### src/rtl/ecall_service_unit_pkg.sv
// Shared definitions for the ECALL/EBREAK service engine: service codes,
// FSM state encoding and the switch-read extension helper.
package ecall_service_unit_pkg;

    typedef enum logic [2:0] {
        ST_IDLE       = 3'd0,
        ST_WAIT_PRINT = 3'd1,
        ST_WAIT_READ  = 3'd2,
        ST_BREAK      = 3'd3,
        ST_HALT       = 3'd4,
        ST_DONE       = 3'd5
    } state_t;

    // Service codes carried in a7; compared after zero-extension to 32 bits.
    localparam logic [31:0] EOP_PRINT_INT = 32'd1;
    localparam logic [31:0] EOP_PRINT_HEX = 32'd34;
    localparam logic [31:0] EOP_READ_INT  = 32'd5;
    localparam logic [31:0] EOP_READ_CHAR = 32'd12;
    localparam logic [31:0] EOP_EXIT      = 32'd10;

    // Widest register the read helper can produce; the top truncates to DATA_W.
    localparam int EXT_W = 64;

    function automatic logic is_print(input logic [31:0] op);
        return (op == EOP_PRINT_INT) || (op == EOP_PRINT_HEX);
    endfunction

    function automatic logic is_read(input logic [31:0] op);
        return (op == EOP_READ_INT) || (op == EOP_READ_CHAR);
    endfunction

    function automatic logic is_exit(input logic [31:0] op);
        return op == EOP_EXIT;
    endfunction

    function automatic logic is_known(input logic [31:0] op);
        return is_print(op) || is_read(op) || is_exit(op);
    endfunction

    // READ_CHAR zero-extends the low byte; READ_INT sign-extends the
    // sw_w-bit switch value.
    function automatic logic [EXT_W-1:0] extend_read(input logic [EXT_W-1:0] sw,
                                                     input int sw_w,
                                                     input logic is_char);
        logic [EXT_W-1:0] upper_mask;
        logic             sign;
        logic [EXT_W-1:0] res;
        upper_mask = {EXT_W{1'b1}} << sw_w;
        sign       = |(sw & ({{(EXT_W-1){1'b0}}, 1'b1} << (sw_w - 1)));
        if (is_char)
            res = {{(EXT_W-8){1'b0}}, sw[7:0]};
        else if (sign)
            res = sw | upper_mask;
        else
            res = sw & ~upper_mask;
        return res;
    endfunction

endpackage

### src/rtl/ecall_service_unit_edge_detect.sv
// One-bit registered rising-edge detector. A level already high when the
// detector starts watching gives no edge until it drops and rises again.
module ecall_service_unit_edge_detect (
    input  logic clk,
    input  logic rst,
    input  logic d,
    output logic rise
);

    logic prev_q;

    // Remember last cycle's level.
    always_ff @(posedge clk) begin
        if (rst)
            prev_q <= 1'b0;
        else
            prev_q <= d;
    end

    assign rise = d & ~prev_q;

endmodule

### src/rtl/ecall_service_unit.sv
// ECALL/EBREAK service engine: stalls the single-cycle core while a print,
// read, breakpoint or exit waits on the board I/O, then releases it for one
// DONE cycle (with a0 write-back for reads).
module ecall_service_unit #(
    parameter int DATA_W      = 32,
    parameter int EOP_W       = 12,
    parameter int SW_W        = 16,
    parameter int HOLD_CYCLES = 0,
    parameter int CNT_W       = 32
) (
    input  logic              clk,
    input  logic              rst,
    input  logic              ecall_req,
    input  logic              ebreak_req,
    input  logic [EOP_W-1:0]  eop,
    input  logic [DATA_W-1:0] arg,
    input  logic [SW_W-1:0]   sw_in,
    input  logic              confirm,
    output logic              stall,
    output logic              reg_wen,
    output logic [DATA_W-1:0] reg_wdata,
    output logic [DATA_W-1:0] disp_data,
    output logic              disp_hex,
    output logic              disp_valid,
    output logic              halted,
    output logic              in_break,
    output logic              illegal_op
);

    import ecall_service_unit_pkg::*;

    // Counter is loaded so that WAIT_PRINT lasts HOLD_CYCLES cycles; with the
    // request cycle that gives HOLD_CYCLES+1 stalled cycles.
    localparam logic [CNT_W-1:0] CNT_LOAD = (HOLD_CYCLES == 0) ? '0 : CNT_W'(HOLD_CYCLES - 1);

    state_t            state_q, state_n;
    logic [31:0]       eop_w;
    logic [31:0]       op_q;
    logic [CNT_W-1:0]  cnt_q;
    logic              cfm_rise;
    logic              hold_expired;

    assign eop_w        = 32'(eop);
    assign hold_expired = (HOLD_CYCLES != 0) && (cnt_q == '0);

    ecall_service_unit_edge_detect u_cfm_edge (
        .clk  (clk),
        .rst  (rst),
        .d    (confirm),
        .rise (cfm_rise)
    );

    // FSM state register.
    always_ff @(posedge clk) begin
        if (rst)
            state_q <= ST_IDLE;
        else
            state_q <= state_n;
    end

    // Next-state logic: ebreak beats ecall; unknown codes stay in IDLE.
    always_comb begin
        state_n = state_q;
        case (state_q)
            ST_IDLE: begin
                if (ebreak_req)
                    state_n = ST_BREAK;
                else if (ecall_req) begin
                    if (is_print(eop_w))
                        state_n = ST_WAIT_PRINT;
                    else if (is_read(eop_w))
                        state_n = ST_WAIT_READ;
                    else if (is_exit(eop_w))
                        state_n = ST_HALT;
                end
            end
            ST_WAIT_PRINT: if (cfm_rise || hold_expired) state_n = ST_DONE;
            ST_WAIT_READ:  if (cfm_rise) state_n = ST_DONE;
            ST_BREAK:      if (cfm_rise) state_n = ST_DONE;
            ST_HALT:       state_n = ST_HALT;
            ST_DONE:       state_n = ST_IDLE;
            default:       state_n = ST_IDLE;
        endcase
    end

    // Outputs decoded from the current state; only IDLE looks at the request.
    always_comb begin
        stall    = 1'b1;
        reg_wen  = 1'b0;
        halted   = 1'b0;
        in_break = 1'b0;
        case (state_q)
            ST_IDLE:  stall = ebreak_req | (ecall_req & is_known(eop_w));
            ST_DONE: begin
                stall   = 1'b0;
                reg_wen = is_read(op_q);
            end
            ST_HALT:  halted = 1'b1;
            ST_BREAK: in_break = 1'b1;
            default:  stall = 1'b1;
        endcase
    end

    // Service datapath: latched op, display registers, hold counter,
    // switch sample and the illegal-code pulse.
    always_ff @(posedge clk) begin
        if (rst) begin
            op_q       <= '0;
            cnt_q      <= '0;
            disp_data  <= '0;
            disp_hex   <= 1'b0;
            disp_valid <= 1'b0;
            reg_wdata  <= '0;
            illegal_op <= 1'b0;
        end else begin
            illegal_op <= 1'b0;
            case (state_q)
                ST_IDLE: begin
                    if (ebreak_req)
                        op_q <= '0;
                    else if (ecall_req) begin
                        op_q <= eop_w;
                        if (is_print(eop_w)) begin
                            disp_data  <= arg;
                            disp_hex   <= (eop_w == EOP_PRINT_HEX);
                            disp_valid <= 1'b1;
                            cnt_q      <= CNT_LOAD;
                        end
                        if (!is_known(eop_w))
                            illegal_op <= 1'b1;
                    end
                end
                ST_WAIT_PRINT: begin
                    if (cnt_q != '0)
                        cnt_q <= cnt_q - 1'b1;
                end
                ST_WAIT_READ: begin
                    if (cfm_rise)
                        reg_wdata <= DATA_W'(extend_read(EXT_W'(sw_in), SW_W,
                                                         op_q == EOP_READ_CHAR));
                end
                default: ;
            endcase
        end
    end

endmodule
### config.mk
export PLATFORM = sky130hd
export DESIGN_NAME = ecall_service_unit
export DESIGN_NICKNAME = d
export VERILOG_FILES = /design/src/rtl/ecall_service_unit_pkg.sv /design/src/rtl/ecall_service_unit_edge_detect.sv /design/src/rtl/ecall_service_unit.sv
export SDC_FILE = /design/constraint.sdc
export NUM_CORES = 1
export LEC_CHECK = 0
export BUFFER_PORTS_ARGS = -buffer_cell sky130_fd_sc_hd__buf_2
export CELL_PAD_IN_SITES_DETAIL_PLACEMENT = 1
export CELL_PAD_IN_SITES_GLOBAL_PLACEMENT = 1
export CORE_UTILIZATION = 23
export CTS_BUF_LIST = sky130_fd_sc_hd__clkbuf_16
export DETAILED_ROUTE_END_ITERATION = 7
export GPL_TIMING_DRIVEN = 0
export PLACE_DENSITY = 0.61
export SKIP_LAST_GASP = 1
export SYNTH_ARGS = -nofsm -noshare
export SYNTH_HDL_FRONTEND = slang
export SYNTH_SLANG_ARGS = --single-unit
### constraint.sdc
create_clock -name clk -period 5.6 [get_ports clk]
set_input_delay 0.84 -clock clk [delete_from_list [all_inputs] [get_ports clk]]
set_output_delay 0.84 -clock clk [all_outputs]
set_load 0.01 [all_outputs]
### Word level (Yosys, flattened, before mapping)

Index checks and enable logic that the tools add are counted.
W data, S select, Z words.

* equal/unequal tests: 15
* reductions and logical operators: 13
* multiplexer cells: 16
* bitwise operators: 7

Operators by type and width (count)
* $mux W32: 4
* $eq A32 B3 Y1 const B: 1
* $eq A32 B4 Y1 const B: 1
* $eq A12 B4 Y1 const B: 2
* $mux W3: 6
* $eq A12 B1 Y1 const B: 1
* $eq A12 B3 Y1 const B: 1
* $eq A12 B6 Y1 const B: 1
* $pmux W3 S3: 1
* $eq A3 B2 Y1 const B: 2
* $eq A3 B3 Y1 const B: 2
* $logic_or A1 B1 Y1: 5
* $ne A5 B5 Y1 const B: 1
* $mux W1: 4
* $not A1 Y1: 4
* $reduce_and A2 Y1: 2
* $reduce_and A4 Y1: 1
* $reduce_or A4 Y1: 1
* $eq A3 B1 Y1 const B: 1
* $logic_not A3 Y1: 1
* $ne A3 B3 Y1 const B: 1
* $reduce_and A3 Y1: 1
* $reduce_or A3 Y1: 1
* $and A1 B1 Y1: 2
* other kinds (4): 4

* input port bits: 65
* output and inout port bits: 71
* register bits after elaboration: 103
* word-level logic and storage cells: 59

### Depth between registers and ports, before layout

* word-level depth: 7
* mapped depth: 8
* gate-level depth less buffers: 5

### Modules after synthesis

Synthesis repeated with hierarchy kept, for this count alone.

* cell total of the unflattened synthesis: 335
* area, all modules: 2819.0 µm²

Modules (own cells, without submodules)
* ecall_service_unit: cells each 332, area an instance 2771.4 µm², instances 1, sequential area each 1321.3 µm²
* ecall_service_unit_edge_detect: cells each 3, area an instance 47.5 µm², instances 1, sequential area each 20.0 µm²

### Worst setup path after synthesis

Ideal clock, no wire load.

* path type: input-to-output
* start: in eop[1]
* end: out stall
* arrival: 1866 ps
* setup slack: 2894 ps
* stages on the path: 5
* path buffers: 1
* path through: buf_2 > and4bb_2 > a221oi_1 > o31a_1 > a31oi_1

* longest elaborated chain between the ends: 7

Ends and longest elaborated chain
* start: declaration: RTL line ecall_service_unit.sv:15 `input logic [EOP_W-1:0] eop,`
* $eq A12 B1 Y1 (tied with other cells): RTL line ecall_service_unit_pkg.sv:25 `return (op == EOP_PRINT_INT) || (op == EOP_PRINT_HEX);`
* $logic_or A1 B1 Y1 (on tied branches): RTL line ecall_service_unit_pkg.sv:25, ecall_service_unit_pkg.sv:29
* $logic_or A1 B1 Y1: RTL line ecall_service_unit_pkg.sv:37 `return is_print(op) || is_read(op) || is_exit(op);`
* $logic_or A1 B1 Y1 *: RTL line ecall_service_unit_pkg.sv:37
* $and A1 B1 Y1 *: RTL line ecall_service_unit.sv:93 `ST_IDLE: stall = ebreak_req | (ecall_req & is_known(eop_w));`
* $or A1 B1 Y1 *: RTL line ecall_service_unit.sv:93
* $pmux W1 S2 *: RTL line ecall_service_unit.sv:92 `case (state_q)`
* end: declaration: RTL line ecall_service_unit.sv:19 `output logic stall,`

Every way passes the cells marked *; elsewhere a longest branch is shown, timed or not.

### Final worst setup path

Ends and elaborated chain as after synthesis.

==> out/results.tsv <==
stage	metric	value	unit
clocking	CTS buffer count	9	
routing	# DRC	0	
worst_setup_path	Crit path max-delay family	compound AO/OA/AOI/OAI gates	
logic_synthesis	most frequent cell after synthesis	dfxtp_1	
grt	vias in the first global route	2712	
worst_setup_path	crit path launch type	primary input	
pwr	LEAKAGE	1.83	nW
floorplan	Die Span Y	114	um
logic_synthesis	Yosys cell types	45	
worst_setup_path	Crit-path slowest cell	a221oi_1	
logic_synthesis	number of synthesized flops with an enable pin	0	
worst_setup_path	most frequent CP cell	buf_2	
timing	Final setup viols	0	
run	max-cap violation count	0	
place	HPWL Detailed	6.60	mm
grt	first-pass GRT wire length	13.6	mm
logic_synthesis	Synth Area per Inst	8.77	sq um
timing	Final Critical Period	2960	ps
timing	final hold violations	0	
timing	Setup WS post-layout	2640	ps
worst_hold_path	worst hold endpoint	disp_data[14]	
finish	layout cells sized above 1	42.3	%
timing	max-slew violations	0	
logic_synthesis	Mapped Area	0.00286	sq mm
place	PortBufs	133	
logic_synthesis	Post-synth top cells	dfxtp_1, nand2_1, a21oi_1	
worst_hold_path	HP Class	reg2reg	
worst_setup_path	Critical Path Fanout Max	9	
clocking	CTS tree	built	
worst_setup_path	crit end category	output port	
clocking	Worst-Skew Late Latency	330	ps
finish	Area Growth Syn to Fin	41.4	%
grt	GRT Util Overall	13.7	%
routing	WL per Instance	13.2	um
logic_synthesis	leading area contributor after synthesis	dfxtp_1	
routing	DRT antenna net count	0	
logic_synthesis	Mapped Nets	391	
floorplan	core footprint	0.0121	sq mm
worst_hold_path	hold path depth	2	
outcome	status	finished clean	
worst_setup_path	WP data required	4760	ps
grt	total grt overflow	0	
routing	total number of vias	2717	
routing	vias per cell	4.23	
clocking	# resized after CTS	0	
timing	FMAX	0.338	GHz
timing	total negative setup slack	0	ps
pwr	Power Density	346	mW/mm^2
clocking	Post CTS Setup Buffer Count	0	
place	Placement Cell Area	0.00374	sq mm
place	GPL Wtd Cong	0.725	
logic_synthesis	Gate Count Post-Synth	326	
routing	First-pass DRT Iterations	4	
timing	final period utilization	52.9	%
worst_setup_path	Critical path buffers and inverters	2	
timing	Worst Tran Pin Value	654	ps
worst_setup_path	Setup Crit Path Kind	in2out	
worst_setup_path	worst-path cell chain	buf_2 -> and4bb_2 -> a221oi_1 -> o31a_1 -> a31oi_1 -> buf_2	
finish	final core area utilization	33.5	%
finish	Design Area, Final	0.00405	sq mm
logic_synthesis	Seq/Total Area, Yosys	46.9	%
floorplan	Die W	114	um
floorplan	I/O pin cnt	136	
clocking	clock buffer depth	2	
pwr	maximum vdd drop	0.197	mV
worst_setup_path	worst r2r path cells	6	
timing	RSZ-0062 raised after global routing	no	
worst_setup_path	worst path arrival time	2120	ps
grt	initial antenna violation count	0	
logic_synthesis	yosys warns	0	
timing	Slew headroom	56.4	%
routing	DRC marker count from the first detailed-route iteration	132	
logic_synthesis	Synth Register Bits	67	
worst_setup_path	r2r endpoint	disp_data[4]	
floorplan	Initial Util	23.7	%
worst_setup_path	CP peak stage delay	410	ps
clocking	clk slew on worst S/H paths	50	ps
finish	Layout Nets	535	
logic_synthesis	Main synth FF type	dfxtp_1	
clocking	TritonCTS sink count	67	
finish	# diodes	0	
logic_synthesis	Post-synth ARST share	0	%
place	placed instance count	627	
clocking	Root Driver	clkbuf_16	
clocking	H-tree levels	3	
timing	Clock Skew	6.39	ps
finish	Fill cells	1460	
logic_synthesis	Synth area leaders	dfxtp_1, nand2_1, a21oi_1	
floorplan	Core Rows	40	
floorplan	die area	0.0129	sq mm
worst_hold_path	hold_sp	disp_data[14]	
logic_synthesis	Synth top area share	46.9	%
worst_setup_path	r2r setup slk	3560	ps
grt	largest net degree at the start of global routing	19	
routing	total wire length	8.51	mm
place	worst slack, placed	2620	ps
worst_setup_path	reg2reg start	state_q[1]	
finish	Cell Count, Final, Fillers Out	643	
clocking	# hold bufs at CTS	0	
report_power, final:
group | internal [mW] | leakage, nW | switching [mW]
Sequential | 0.507 | 0.541 | 0.0229
Combinational | 0.125 | 1.14 | 0.160
Clock | 0.384 | 0.152 | 0.202
Total | 1.02 | 1.83 | 0.386
flip-flops by register name, indices dropped and copies added, names as in the netlist:
signal,cells
op_q,12
disp_valid,1
disp_hex,1
reg_wdata,16
illegal_op,1
disp_data,32
state_q,3
u_cfm_edge.prev_q,1
worst max-delay path by stage:
stage / startpoint / depth (start not counted) / endpoint / slack (ps)
after global routing: eop[1] / 6 / stall / 2520
after floorplan: eop[1] / 5 / stall / 2890
final: eop[1] / 6 / stall / 2640
after detailed placement: eop[1] / 6 / stall / 2620
after global placement: eop[1] / 6 / stall / 2600
after CTS: eop[1] / 6 / stall / 2620
kinds of logic after synthesis:
kind of cell,synth area share [%]
AND/OR/NAND/NOR,23.1
AO/OA/AOI/OAI,16.4
flip-flops,46.9
buffers and inverters,9.54
multiplexers,3.15
XOR/XNOR,0.919
area by class of cell:
| class | count | area [sq um] | share of cell area [%] |
|---|---|---|---|
| flip-flops and latches | 67 | 1340 | 33.2 |
| multi-input cells | 216 | 1250 | 30.8 |
| repair buffers | 133 | 666 | 16.5 |
| plain buffers | 39 | 258 | 6.37 |
| clock buffers | 9 | 225 | 5.57 |
| well taps | 168 | 210 | 5.20 |
| clock inverters | 7 | 83.8 | 2.07 |
| inverters | 4 | 15.0 | 0.371 |
through the flow:
step	power (mW)	hold slack [ps]
finish	1.40	452
global route	1.48	476
CTS	1.43	457
detailed placement	0.829	447
global placement	0.822	440
floorplan	0.730	457
layout by cell type, fill, tap and decap left out, drive strengths merged, types with 2 or more instances in the layout:
master  Yosys  final
nor4        6      6
nor3b       2      2
nor4b       2      2
mux2i       9      9
nor2       36     36
dfxtp      67     67
clkinv      0      3
a22oi      20     20
a21oi      34     34
inv         4      5
or4         2      2
xor2        2      2
buf        28    161
nor3        6      6
nand3       3      3
o21ai       6      6
nand2b      3      3
bufinv      0      2
clkbuf     11     20
nand2      67     67
worst min-delay path, stage by stage (launching register included):
cell and delay, ps:
dfxtp_1 300, nand2_1 50, a21oi_1 50
metal layers:
layer / up-vias / wire length, um / share of wire [%] / track usage [%]
met2: 52 / 4470 / 53 / 23.5
li1: 1379 / - / - / -
met3: 4 / 351 / 4.1 / 4.46
met4: 0 / 59 / 0.69 / 4.21
met1: 1282 / 3630 / 43 / 16.1
met5: - / 0 / 0 / 0
(Power assumes the default switching activity.)
